File: src/rtl/qreg_serial_tx.sv
// rtl/qreg_serial_tx.sv - qreg byte FIFO feeding an async serial transmitter
//
// Purpose: every byte the CPU writes to qreg (load strobe) is queued in a
// small FIFO and shifted out on tx as an async frame, LSB first:
// 8N1 by default, 8E1 when the macro QREG_TX_PARITY_EN is defined.
//
// Ports:
//   clk      in   system clock, all state updates on posedge
//   reset    in   synchronous active-high reset (also aborts a frame)
//   load     in   one-cycle strobe, qreg written this cycle
//   data     in   byte to enqueue, sampled when load=1
//   tx       out  registered serial line, idles high
//   busy     out  1 while a frame is being shifted
//   full     out  FIFO holds FIFO_DEPTH bytes
//   empty    out  FIFO holds no bytes
//   count    out  bytes currently queued
//   overflow out  sticky, a load arrived while full and was dropped
//
// Parameters: CLKS_PER_BIT (1..255), FIFO_DEPTH (power of two, >= 2).

module qreg_serial_tx #(
    parameter int CLKS_PER_BIT = 4,
    parameter int FIFO_DEPTH   = 4
) (
    input  logic                              clk,
    input  logic                              reset,
    input  logic                              load,
    input  logic [7:0]                        data,
    output logic                              tx,
    output logic                              busy,
    output logic                              full,
    output logic                              empty,
    output logic [$clog2(FIFO_DEPTH+1)-1:0]   count,
    output logic                              overflow
);

    localparam int              CW      = $clog2(FIFO_DEPTH + 1);
    localparam int              PW      = $clog2(FIFO_DEPTH);
    localparam logic [7:0]      CNT_MAX = 8'(CLKS_PER_BIT - 1);
    localparam logic [CW-1:0]   DEPTH_C = CW'(FIFO_DEPTH);

    typedef enum logic [2:0] {
        IDLE,
        START,
        DATA,
`ifdef QREG_TX_PARITY_EN
        PARITY,
`endif
        STOP
    } state_t;

    state_t          state_q, state_d;
    logic            tx_q, tx_d;
    logic            busy_q, busy_d;
    logic [7:0]      clk_cnt_q, clk_cnt_d;
    logic [2:0]      bit_idx_q, bit_idx_d;
    logic [7:0]      shift_q, shift_d;
    logic [PW-1:0]   wr_ptr_q, wr_ptr_d;
    logic [PW-1:0]   rd_ptr_q, rd_ptr_d;
    logic [CW-1:0]   count_q, count_d;
    logic            full_q, full_d;
    logic            empty_q, empty_d;
    logic            overflow_q, overflow_d;
    logic [7:0]      mem_q [FIFO_DEPTH];

    logic            push;
    logic            pop;
    logic            bit_end;
    logic [2:0]      next_idx;

    always_comb begin
        state_d    = state_q;
        tx_d       = tx_q;
        busy_d     = busy_q;
        clk_cnt_d  = clk_cnt_q;
        bit_idx_d  = bit_idx_q;
        shift_d    = shift_q;
        pop        = 1'b0;
        // A pop in the same cycle never frees room for a load: full_q decides.
        push       = load && !full_q;
        bit_end    = (clk_cnt_q == CNT_MAX);
        next_idx   = bit_idx_q + 3'd1;

        case (state_q)
            IDLE: begin
                tx_d   = 1'b1;
                busy_d = 1'b0;
                if (!empty_q) begin
                    pop       = 1'b1;
                    shift_d   = mem_q[rd_ptr_q];
                    state_d   = START;
                    tx_d      = 1'b0;
                    busy_d    = 1'b1;
                    clk_cnt_d = 8'd0;
                end
            end
            START: begin
                if (bit_end) begin
                    state_d   = DATA;
                    bit_idx_d = 3'd0;
                    tx_d      = shift_q[0];
                    clk_cnt_d = 8'd0;
                end else begin
                    clk_cnt_d = clk_cnt_q + 8'd1;
                end
            end
            DATA: begin
                if (bit_end) begin
                    clk_cnt_d = 8'd0;
                    if (bit_idx_q == 3'd7) begin
`ifdef QREG_TX_PARITY_EN
                        state_d = PARITY;
                        tx_d    = ^shift_q;
`else
                        state_d = STOP;
                        tx_d    = 1'b1;
`endif
                    end else begin
                        bit_idx_d = next_idx;
                        tx_d      = shift_q[next_idx];
                    end
                end else begin
                    clk_cnt_d = clk_cnt_q + 8'd1;
                end
            end
`ifdef QREG_TX_PARITY_EN
            PARITY: begin
                if (bit_end) begin
                    state_d   = STOP;
                    tx_d      = 1'b1;
                    clk_cnt_d = 8'd0;
                end else begin
                    clk_cnt_d = clk_cnt_q + 8'd1;
                end
            end
`endif
            STOP: begin
                if (bit_end) begin
                    clk_cnt_d = 8'd0;
                    // Chain straight into the next frame when a byte is waiting.
                    if (!empty_q) begin
                        pop     = 1'b1;
                        shift_d = mem_q[rd_ptr_q];
                        state_d = START;
                        tx_d    = 1'b0;
                    end else begin
                        state_d = IDLE;
                        tx_d    = 1'b1;
                        busy_d  = 1'b0;
                    end
                end else begin
                    clk_cnt_d = clk_cnt_q + 8'd1;
                end
            end
            default: begin
                state_d = IDLE;
                tx_d    = 1'b1;
                busy_d  = 1'b0;
            end
        endcase

        wr_ptr_d   = push ? wr_ptr_q + PW'(1) : wr_ptr_q;
        rd_ptr_d   = pop  ? rd_ptr_q + PW'(1) : rd_ptr_q;
        count_d    = count_q + CW'(push) - CW'(pop);
        full_d     = (count_d == DEPTH_C);
        empty_d    = (count_d == '0);
        overflow_d = overflow_q | (load & full_q);
    end

    always_ff @(posedge clk) begin
        if (reset) begin
            state_q    <= IDLE;
            tx_q       <= 1'b1;
            busy_q     <= 1'b0;
            clk_cnt_q  <= 8'd0;
            bit_idx_q  <= 3'd0;
            shift_q    <= 8'd0;
            wr_ptr_q   <= '0;
            rd_ptr_q   <= '0;
            count_q    <= '0;
            full_q     <= 1'b0;
            empty_q    <= 1'b1;
            overflow_q <= 1'b0;
        end else begin
            state_q    <= state_d;
            tx_q       <= tx_d;
            busy_q     <= busy_d;
            clk_cnt_q  <= clk_cnt_d;
            bit_idx_q  <= bit_idx_d;
            shift_q    <= shift_d;
            wr_ptr_q   <= wr_ptr_d;
            rd_ptr_q   <= rd_ptr_d;
            count_q    <= count_d;
            full_q     <= full_d;
            empty_q    <= empty_d;
            overflow_q <= overflow_d;
            if (push) begin
                mem_q[wr_ptr_q] <= data;
            end
        end
    end

    assign tx       = tx_q;
    assign busy     = busy_q;
    assign full     = full_q;
    assign empty    = empty_q;
    assign count    = count_q;
    assign overflow = overflow_q;

endmodule

File: config.mk
export PLATFORM = sky130hd
export DESIGN_NAME = qreg_serial_tx
export DESIGN_NICKNAME = d
export VERILOG_FILES = /design/src/rtl/qreg_serial_tx.sv
export SDC_FILE = /design/constraint.sdc
export NUM_CORES = 1
export LEC_CHECK = 0
export CAP_MARGIN = 0
export CORE_MARGIN = 5
export CORE_UTILIZATION = 30
export CTS_CLUSTER_SIZE = 20
export DETAILED_ROUTE_END_ITERATION = 7
export HOLD_SLACK_MARGIN = 0.12
export SLEW_MARGIN = 20
export SYNTH_ARGS = -nofsm -noshare
export SYNTH_HDL_FRONTEND = slang
export SYNTH_SLANG_ARGS = --single-unit
File: constraint.sdc
create_clock -name clk -period 2.7 [get_ports clk]
set_input_delay 0.405 -clock clk [delete_from_list [all_inputs] [get_ports clk]]
set_output_delay 0.405 -clock clk [all_outputs]
set_load 0.05 [all_outputs]
==> flow_summary_export.csv, run 1 <==
group,metric,value,unit
place,pre_cts_ws,-0.0160,ns
power_and_ir_drop,pwr-share-seq,41.3,%
floorplan,fp.dieH,109,um
cells_and_area,final_common_cell,"edfxtp_1",
grt,grt_pass1_wl,8.63,mm
setup_path,cp_top_family,"adder cells",
clock_network,htree_levels,3,
floorplan,core,9640,um^2
power_and_ir_drop,power_leakage,1.24,nW
place,place.port_buffers,18,
power_and_ir_drop,pwr-share-clk,25.4,%
clock_network,clock_latency,0.34,ns
synthesis,ys.warnings.count,0,
setup_path,cp_data_arrival_time,2.80,ns
cells_and_area,final_cell_area,3580,um^2
power_and_ir_drop,pwr_density_cell,911,nW/um^2
drt,drcViolationCount,0,
timing,slew_violations,0,
clock_network,cts_made_buffers,9,
setup_path,crit_slowest_cell,"dfxtp_2",
power_and_ir_drop,ir_worst_vdd,370,uV
setup_path,critPathLaunchType,"flip-flop",
synthesis,synth_edf_count,32,
drt,via_count,1848,
timing,rsz0062_at_grt,"false",
cells_and_area,area_growth,22.7,%
clock_network,cts.sinks,67,
cells_and_area,mostFrequentLayoutCells,"edfxtp_1 (32), dfxtp_1 (31), a21oi_1 (25), clkdlybuf4s50_1 (18), buf_4 (15)",
drt,wl_per_cell,13.1,um
clock_network,clk_path_buf_depth,2,
drt,viasPerCell,4.51,
synthesis,synth_cells,238,
power_and_ir_drop,combPwrFrac,33.2,%
place,dp.cells,391,
setup_path,crit_type,"reg2reg",
timing,fin_crit,2.57,ns
drt,first_pass_iters,4,
timing,tightest_slew,0.748,ns
place,place.gp.congestion,0.772,
drt,first_iter_violations,108,
timing,final-hold-violation-count,0,
timing,setup_ws,0.132,ns
power_and_ir_drop,p_int,2.15,mW
power_and_ir_drop,p_switching,1.12,mW
synthesis,syn-num-nets,263,
setup_path,slowest_delay,0.34,ns
timing,slew_headroom,49.7,%
timing,setup-violations-final,0,
timing,fin_skew,0.00733,ns
floorplan,start_util,30.3,%
timing,period_share,95.1,%
drt,ant_nets,0,
synthesis,syn_avg_cell_area,12.3,um^2
timing,fin_setup_tns,0,ns
clock_network,clkTransAtPathRegs,0.07,ns
grt,grt.total_usage,9.47,%
floorplan,dieArea,11800,um^2
grt,grt-ovfl-total,0,
synthesis,yosysSeqAreaShare,56.9,%
cells_and_area,instances_no_fill,410,
setup_path,worstPathCellList,"inv_2 -> ha_4 -> or2_2 -> nor2_2 -> ha_1 -> inv_1 -> ha_1 -> inv_1 -> fa_2 -> xor2_1 -> xnor2_1 -> nor2_1 -> and3_1",
cells_and_area,nFillCells,952,
flow_run,drv_cap,0,
place,dp_hpwl,3.60,mm
grt,grt_start_max_net_pins,34,
synthesis,ys_ff_latch,67,
cells_and_area,drive_gt1_share,21.7,%
clock_network,cts_tree,"done",
cells_and_area,nets,297,
synthesis,synth_cell_type_count,45,
min_path,hold_path.class,"reg2reg",
floorplan,die_w,109,um
grt,grt_pass1_vias,1825,
outcome,status,"finished clean",
floorplan,io_pins,19,
cells_and_area,num_antenna_cells,0,
grt,busiest_layer,"met2",
grt,grt_util_met1,11.7,%
timing,fmax,389,MHz
place,postPlaceCellArea,3330,um^2
setup_path,path_buf_inv,3,
grt,antenna_found_initial,0,
setup_path,end_kind,"flip-flop",
grt,met2_usage,15.5,%
synthesis,async_flop_share,0,%
power_and_ir_drop,swShare,34.2,%
power_and_ir_drop,finalPower,3.27,mW
setup_path,worstPathMaxFanout,6,
clock_network,root_buffer,"clkbuf_8",
synthesis,synth_area,2920,um^2
floorplan,row_count,36,
setup_path,required,2.93,ns
grt,met3_usage,3.20,%
drt,totalWireLength,5.37,mm
synthesis,synth_flop_cell,"dfxtp_1",
-- what timing repair did --
| item | in CTS | in global routing |
|---|---|---|
| pin swaps | 0 | 2 |
| gates resized for setup | 1 | 10 |
| setup endpoints to repair | 1 | 3 |
| setup buffers | 0 | 3 |
| hold buffers | 0 | 0 |
| gates cloned | 0 | 0 |
-- path summary, 6_finish.rpt --
path	start	endpoint	slack, ns	depth (start not counted)
hold reg to reg	bit_idx_q[2]$_SDFFE_PP0P_	bit_idx_q[2]$_SDFFE_PP0P_	0.46	2
setup / recovery	state_q[0]$_SDFFE_PP0P_	full$_SDFF_PP0_	0.13	13
setup reg to reg	state_q[0]$_SDFFE_PP0P_	full$_SDFF_PP0_	0.13	13
hold / removal	bit_idx_q[2]$_SDFFE_PP0P_	bit_idx_q[2]$_SDFFE_PP0P_	0.46	2
-- power by group through the flow --
| stage | clock, mW | sequential, mW | combinational, mW |
|---|---|---|---|
| after floorplan | 0 | 1.48 | 0.619 |
| after global routing | 0.908 | 1.37 | 1.19 |
| after detailed placement | 0 | 1.37 | 1.04 |
| after global placement | 0 | 1.36 | 1.03 |
| final | 0.831 | 1.35 | 1.08 |
| after CTS | 0.859 | 1.35 | 1.05 |
-- worst register-to-register path: stages (launching register included) --
cell	delay, ns
dfxtp_2	0.34
inv_2	0.05
ha_4	0.26
or2_2	0.32
nor2_2	0.12
ha_1	0.23
inv_1	0.05
ha_1	0.13
inv_1	0.05
fa_2	0.34
xor2_1	0.16
xnor2_1	0.14
nor2_1	0.08
and3_1	0.19
-- registers in the layout, summed over array words and instances (netlist names), 2 cells and up, named ones only --
register / count
wr_ptr_q: 2
clk_cnt_q: 8
state_q: 2
bit_idx_q: 3
count: 3
rd_ptr_q: 2
shift_q: 8
mem_q: 32
-- metal layers --
metal / vias to the layer above / routed length, um
met5: - / 0
met4: 0 / 70
met3: 7 / 163
met2: 22 / 2620
met1: 871 / 2520
li1: 948 / -
-- Yosys cell counts, types with 2 or more instances --
cell | number | area (um^2)
a31oi_1 | 2 | 12.5
and2_1 | 5 | 31.3
mux4_2 | 10 | 225
mux2i_1 | 2 | 20.0
ha_1 | 13 | 163
a22o_1 | 2 | 17.5
inv_1 | 12 | 45.0
a21oi_1 | 25 | 125
nor2_1 | 14 | 52.6
o31ai_1 | 2 | 15.0
a2111oi_0 | 2 | 17.5
a211oi_1 | 3 | 22.5
nand2_1 | 9 | 33.8
dfxtp_1 | 35 | 701
or3_1 | 2 | 12.5
o21ai_0 | 11 | 55.1
and3_1 | 2 | 12.5
clkbuf_1 | 7 | 26.3
edfxtp_1 | 32 | 961
xnor2_1 | 4 | 35.0
or2_2 | 2 | 12.5
nand3_1 | 12 | 60.1
nand4_1 | 4 | 25.0
nand2b_1 | 4 | 25.0
buf_1 | 2 | 7.51
-- cell type report --
type	instances	area [um^2]	area share, %
clock inverters	7	75.1	2.09
repair buffers	33	293	8.17
flip-flops and latches	67	1670	46.5
inverters	12	45.0	1.26
well taps	133	166	4.64
multi-input cells	149	1210	33.9
clock buffers	9	124	3.46
-- per-stage QoR --
step	util, %	hold WS (ns)
finish	37.2	0.459
global route	37.2	0.494
CTS	36.6	0.460
detailed placement	34.6	0.452
global placement	34.6	0.446
floorplan	-	0.436
-- logic make-up (layout without fill, tap and decap cells) --
kind of cell             Yosys count  in the layout  share of synthesized area, %
AO/OA/AOI/OAI                     53             53                          11.2
XOR/XNOR                           5              5                          1.50
adder cells (fa/ha/maj)           14             14                          6.26
buffers and inverters             22             61                          2.87
flip-flops                        67             67                          56.9
multiplexers                      13             13                          8.78
AND/OR/NAND/NOR                   64             64                          12.5
Power figures use the tool's default switching activity.
==> run 2, diff against run 1 <==
CORE_UTILIZATION = 57   (was 30)
PLACE_DENSITY = 0.77   (was unset)
clock period = 2.8 ns   (was 2.7 ns; I/O delays follow)
==> run 2 against run 1 <==
Against the previous run: via count is 2.4% higher; sequential cell count unchanged; critical path type unchanged; clock power fell by 3.2%; first-iteration DRC count increased by 29%; largest power group unchanged; worst setup slack got worse by 0.0094 ns; register-to-register slack hardly changed; design area shrank 3.3%; clock skew about the same; total power decreased by 3.0%; core utilization grew 32 points; routed wire length shrank 1.6%; critical endpoint unchanged; global-route usage is 8.5 points higher.
==> flow_summary_export.csv, run 2 (synthesis results as in run 1) <==
group,metric,value,unit
timing,tightest_slew,0.651,ns
floorplan,row_count,26,
setup_path,slowest_delay,0.39,ns
grt,grt-ovfl-total,0,
timing,slew_headroom,56.2,%
timing,fin_crit,2.68,ns
grt,grt_pass1_wl,8.75,mm
drt,wl_per_cell,15.5,um
grt,grt_pass1_vias,1900,
place,dp_hpwl,3.56,mm
outcome,status,"finished clean",
drt,wl_met2,2.66,mm
cells_and_area,mostFrequentLayoutCells,"dfxtp_1 (32), edfxtp_1 (32), a21oi_1 (25), clkdlybuf4s50_1 (18)",
setup_path,worstPathMaxFanout,4,
place,place.gp.congestion,0.817,
cells_and_area,num_antenna_cells,0,
place,dp.cells,324,
drt,first_pass_iters,4,
setup_path,worstPathCellList,"ha_4 -> nor4b_4 -> a31oi_4 -> nor2_4 -> ha_1 -> inv_1 -> ha_1 -> inv_1 -> fa_2 -> xor2_2 -> xnor2_1 -> nor2_2 -> and3_1",
drt,via_count,1892,
drt,viasPerCell,5.55,
setup_path,critPathLaunchType,"flip-flop",
cells_and_area,largest_reg_flops,32,
power_and_ir_drop,pwr_density_cell,914,nW/um^2
cells_and_area,final_cell_area,3460,um^2
clock_network,cts_made_buffers,9,
place,postPlaceCellArea,3210,um^2
setup_path,crit_type,"reg2reg",
cells_and_area,area_growth,18.6,%
drt,drcViolationCount,0,
cells_and_area,instances_no_fill,341,
setup_path,cp_top_family,"adder cells",
floorplan,core,5040,um^2
clock_network,cts.sinks,67,
power_and_ir_drop,power_leakage,1.21,nW
floorplan,die_w,81.6,um
place,place.port_buffers,18,
setup_path,required,3.04,ns
grt,grt.total_usage,17.9,%
min_path,whs_path_depth,2,
clock_network,clock_latency,0.34,ns
grt,grt_start_max_net_pins,34,
drt,first_iter_violations,139,
power_and_ir_drop,ir_worst_vdd,501,uV
flow_run,drv_cap,0,
grt,antenna_found_initial,0,
drt,totalWireLength,5.28,mm
setup_path,cp_data_arrival_time,2.91,ns
drt,ant_nets,0,
cells_and_area,nFillCells,362,
timing,slew_violations,0,
clock_network,htree_levels,3,
floorplan,dieArea,6650,um^2
power_and_ir_drop,finalPower,3.17,mW
clock_network,cts_tree,"done",
clock_network,root_buffer,"clkbuf_8",
timing,period_share,95.6,%
drt,highest_layer,"met4",
cells_and_area,regMostFlops,"mem_q",
timing,fin_skew,0.00707,ns
floorplan,fp.dieH,81.6,um
drt,met1_length,2.39,mm
cells_and_area,nets,291,
clock_network,clk_path_buf_depth,2,
timing,setup-violations-final,0,
setup_path,crit_slowest_cell,"dfxtp_1",
setup_path,end_kind,"flip-flop",
timing,fmax,373,MHz
floorplan,start_util,57.9,%
timing,final-hold-violation-count,0,
setup_path,path_buf_inv,2,
cells_and_area,drive_gt1_share,19.2,%
cells_and_area,final_util,68.7,%
floorplan,io_pins,19,
min_path,hold_path.class,"reg2reg",
setup_path,r2r_cells,13,
clock_network,clkTransAtPathRegs,0.08,ns
drt,wl_met3,197,um
cells_and_area,reg_top3,"mem_q: 32 flops, clk_cnt_q: 8 flops, shift_q: 8 flops",
setup_path,path_depth,13,
[run 2: cell count changes in the layout (fill, tap and decap cells not counted), moves of 2 or more]
cell and delta:
buf_4 -6, inv_1 +2, inv_2 -2, clkinv_4 +2
[run 2: where the power goes]
part / total (mW) / leakage, nW / internal (mW) / switching, mW
Combinational: 1.04 / 0.535 / 0.456 / 0.582
Clock: 0.804 / 0.0974 / 0.415 / 0.389
Sequential: 1.32 / 0.578 / 1.19 / 0.134
[run 2: worst min-delay path: stages, from the launching register on]
cell and delay, ns:
dfxtp_1 0.32, nand2_1 0.05, a21oi_1 0.05
[run 2: metal layers]
layer / GRT usage (%) / up-vias
met1: 22.2 / 924
met5: 0 / -
li1: - / 938
met4: 10.8 / 0
met3: 3.62 / 4
met2: 29.1 / 26
[run 2: final timing paths]
check	startpoint	end	slack, ns
min	bit_idx_q[2]$_SDFFE_PP0P_	bit_idx_q[2]$_SDFFE_PP0P_	0.46
max reg2reg	clk_cnt_q[1]$_SDFFE_PP0P_	full$_SDFF_PP0_	0.12
min reg2reg	bit_idx_q[2]$_SDFFE_PP0P_	bit_idx_q[2]$_SDFFE_PP0P_	0.46
max	clk_cnt_q[1]$_SDFFE_PP0P_	full$_SDFF_PP0_	0.12
[run 2: what timing repair did]
item	in CTS	in global routing
gates cloned	0	0
pin swaps	0	2
hold buffers	0	0
setup buffers	0	1
endpoints found under the setup margin	1	3
resized for setup	4	8
[run 2: area by class of cell]
class | count | area, um^2 | area share, %
inverters | 12 | 45.0 | 1.30
clock inverters | 7 | 76.3 | 2.20
multi-input cells | 149 | 1220 | 35.2
clock buffers | 9 | 124 | 3.58
well taps | 70 | 87.6 | 2.53
repair buffers | 27 | 248 | 7.15
flip-flops and latches | 67 | 1670 | 48.1
[run 2: through the flow]
step	TNS, ns	hold slack, ns	setup WS [ns]
2_1_floorplan	0	0.436	0.0204
3_3_place_gp	0	0.448	0.124
3_5_place_dp	0	0.455	0.0385
4_1_cts	0	0.467	0.00179
5_1_grt	-0.00378	0.482	-0.00378
6_report	0	0.462	0.122
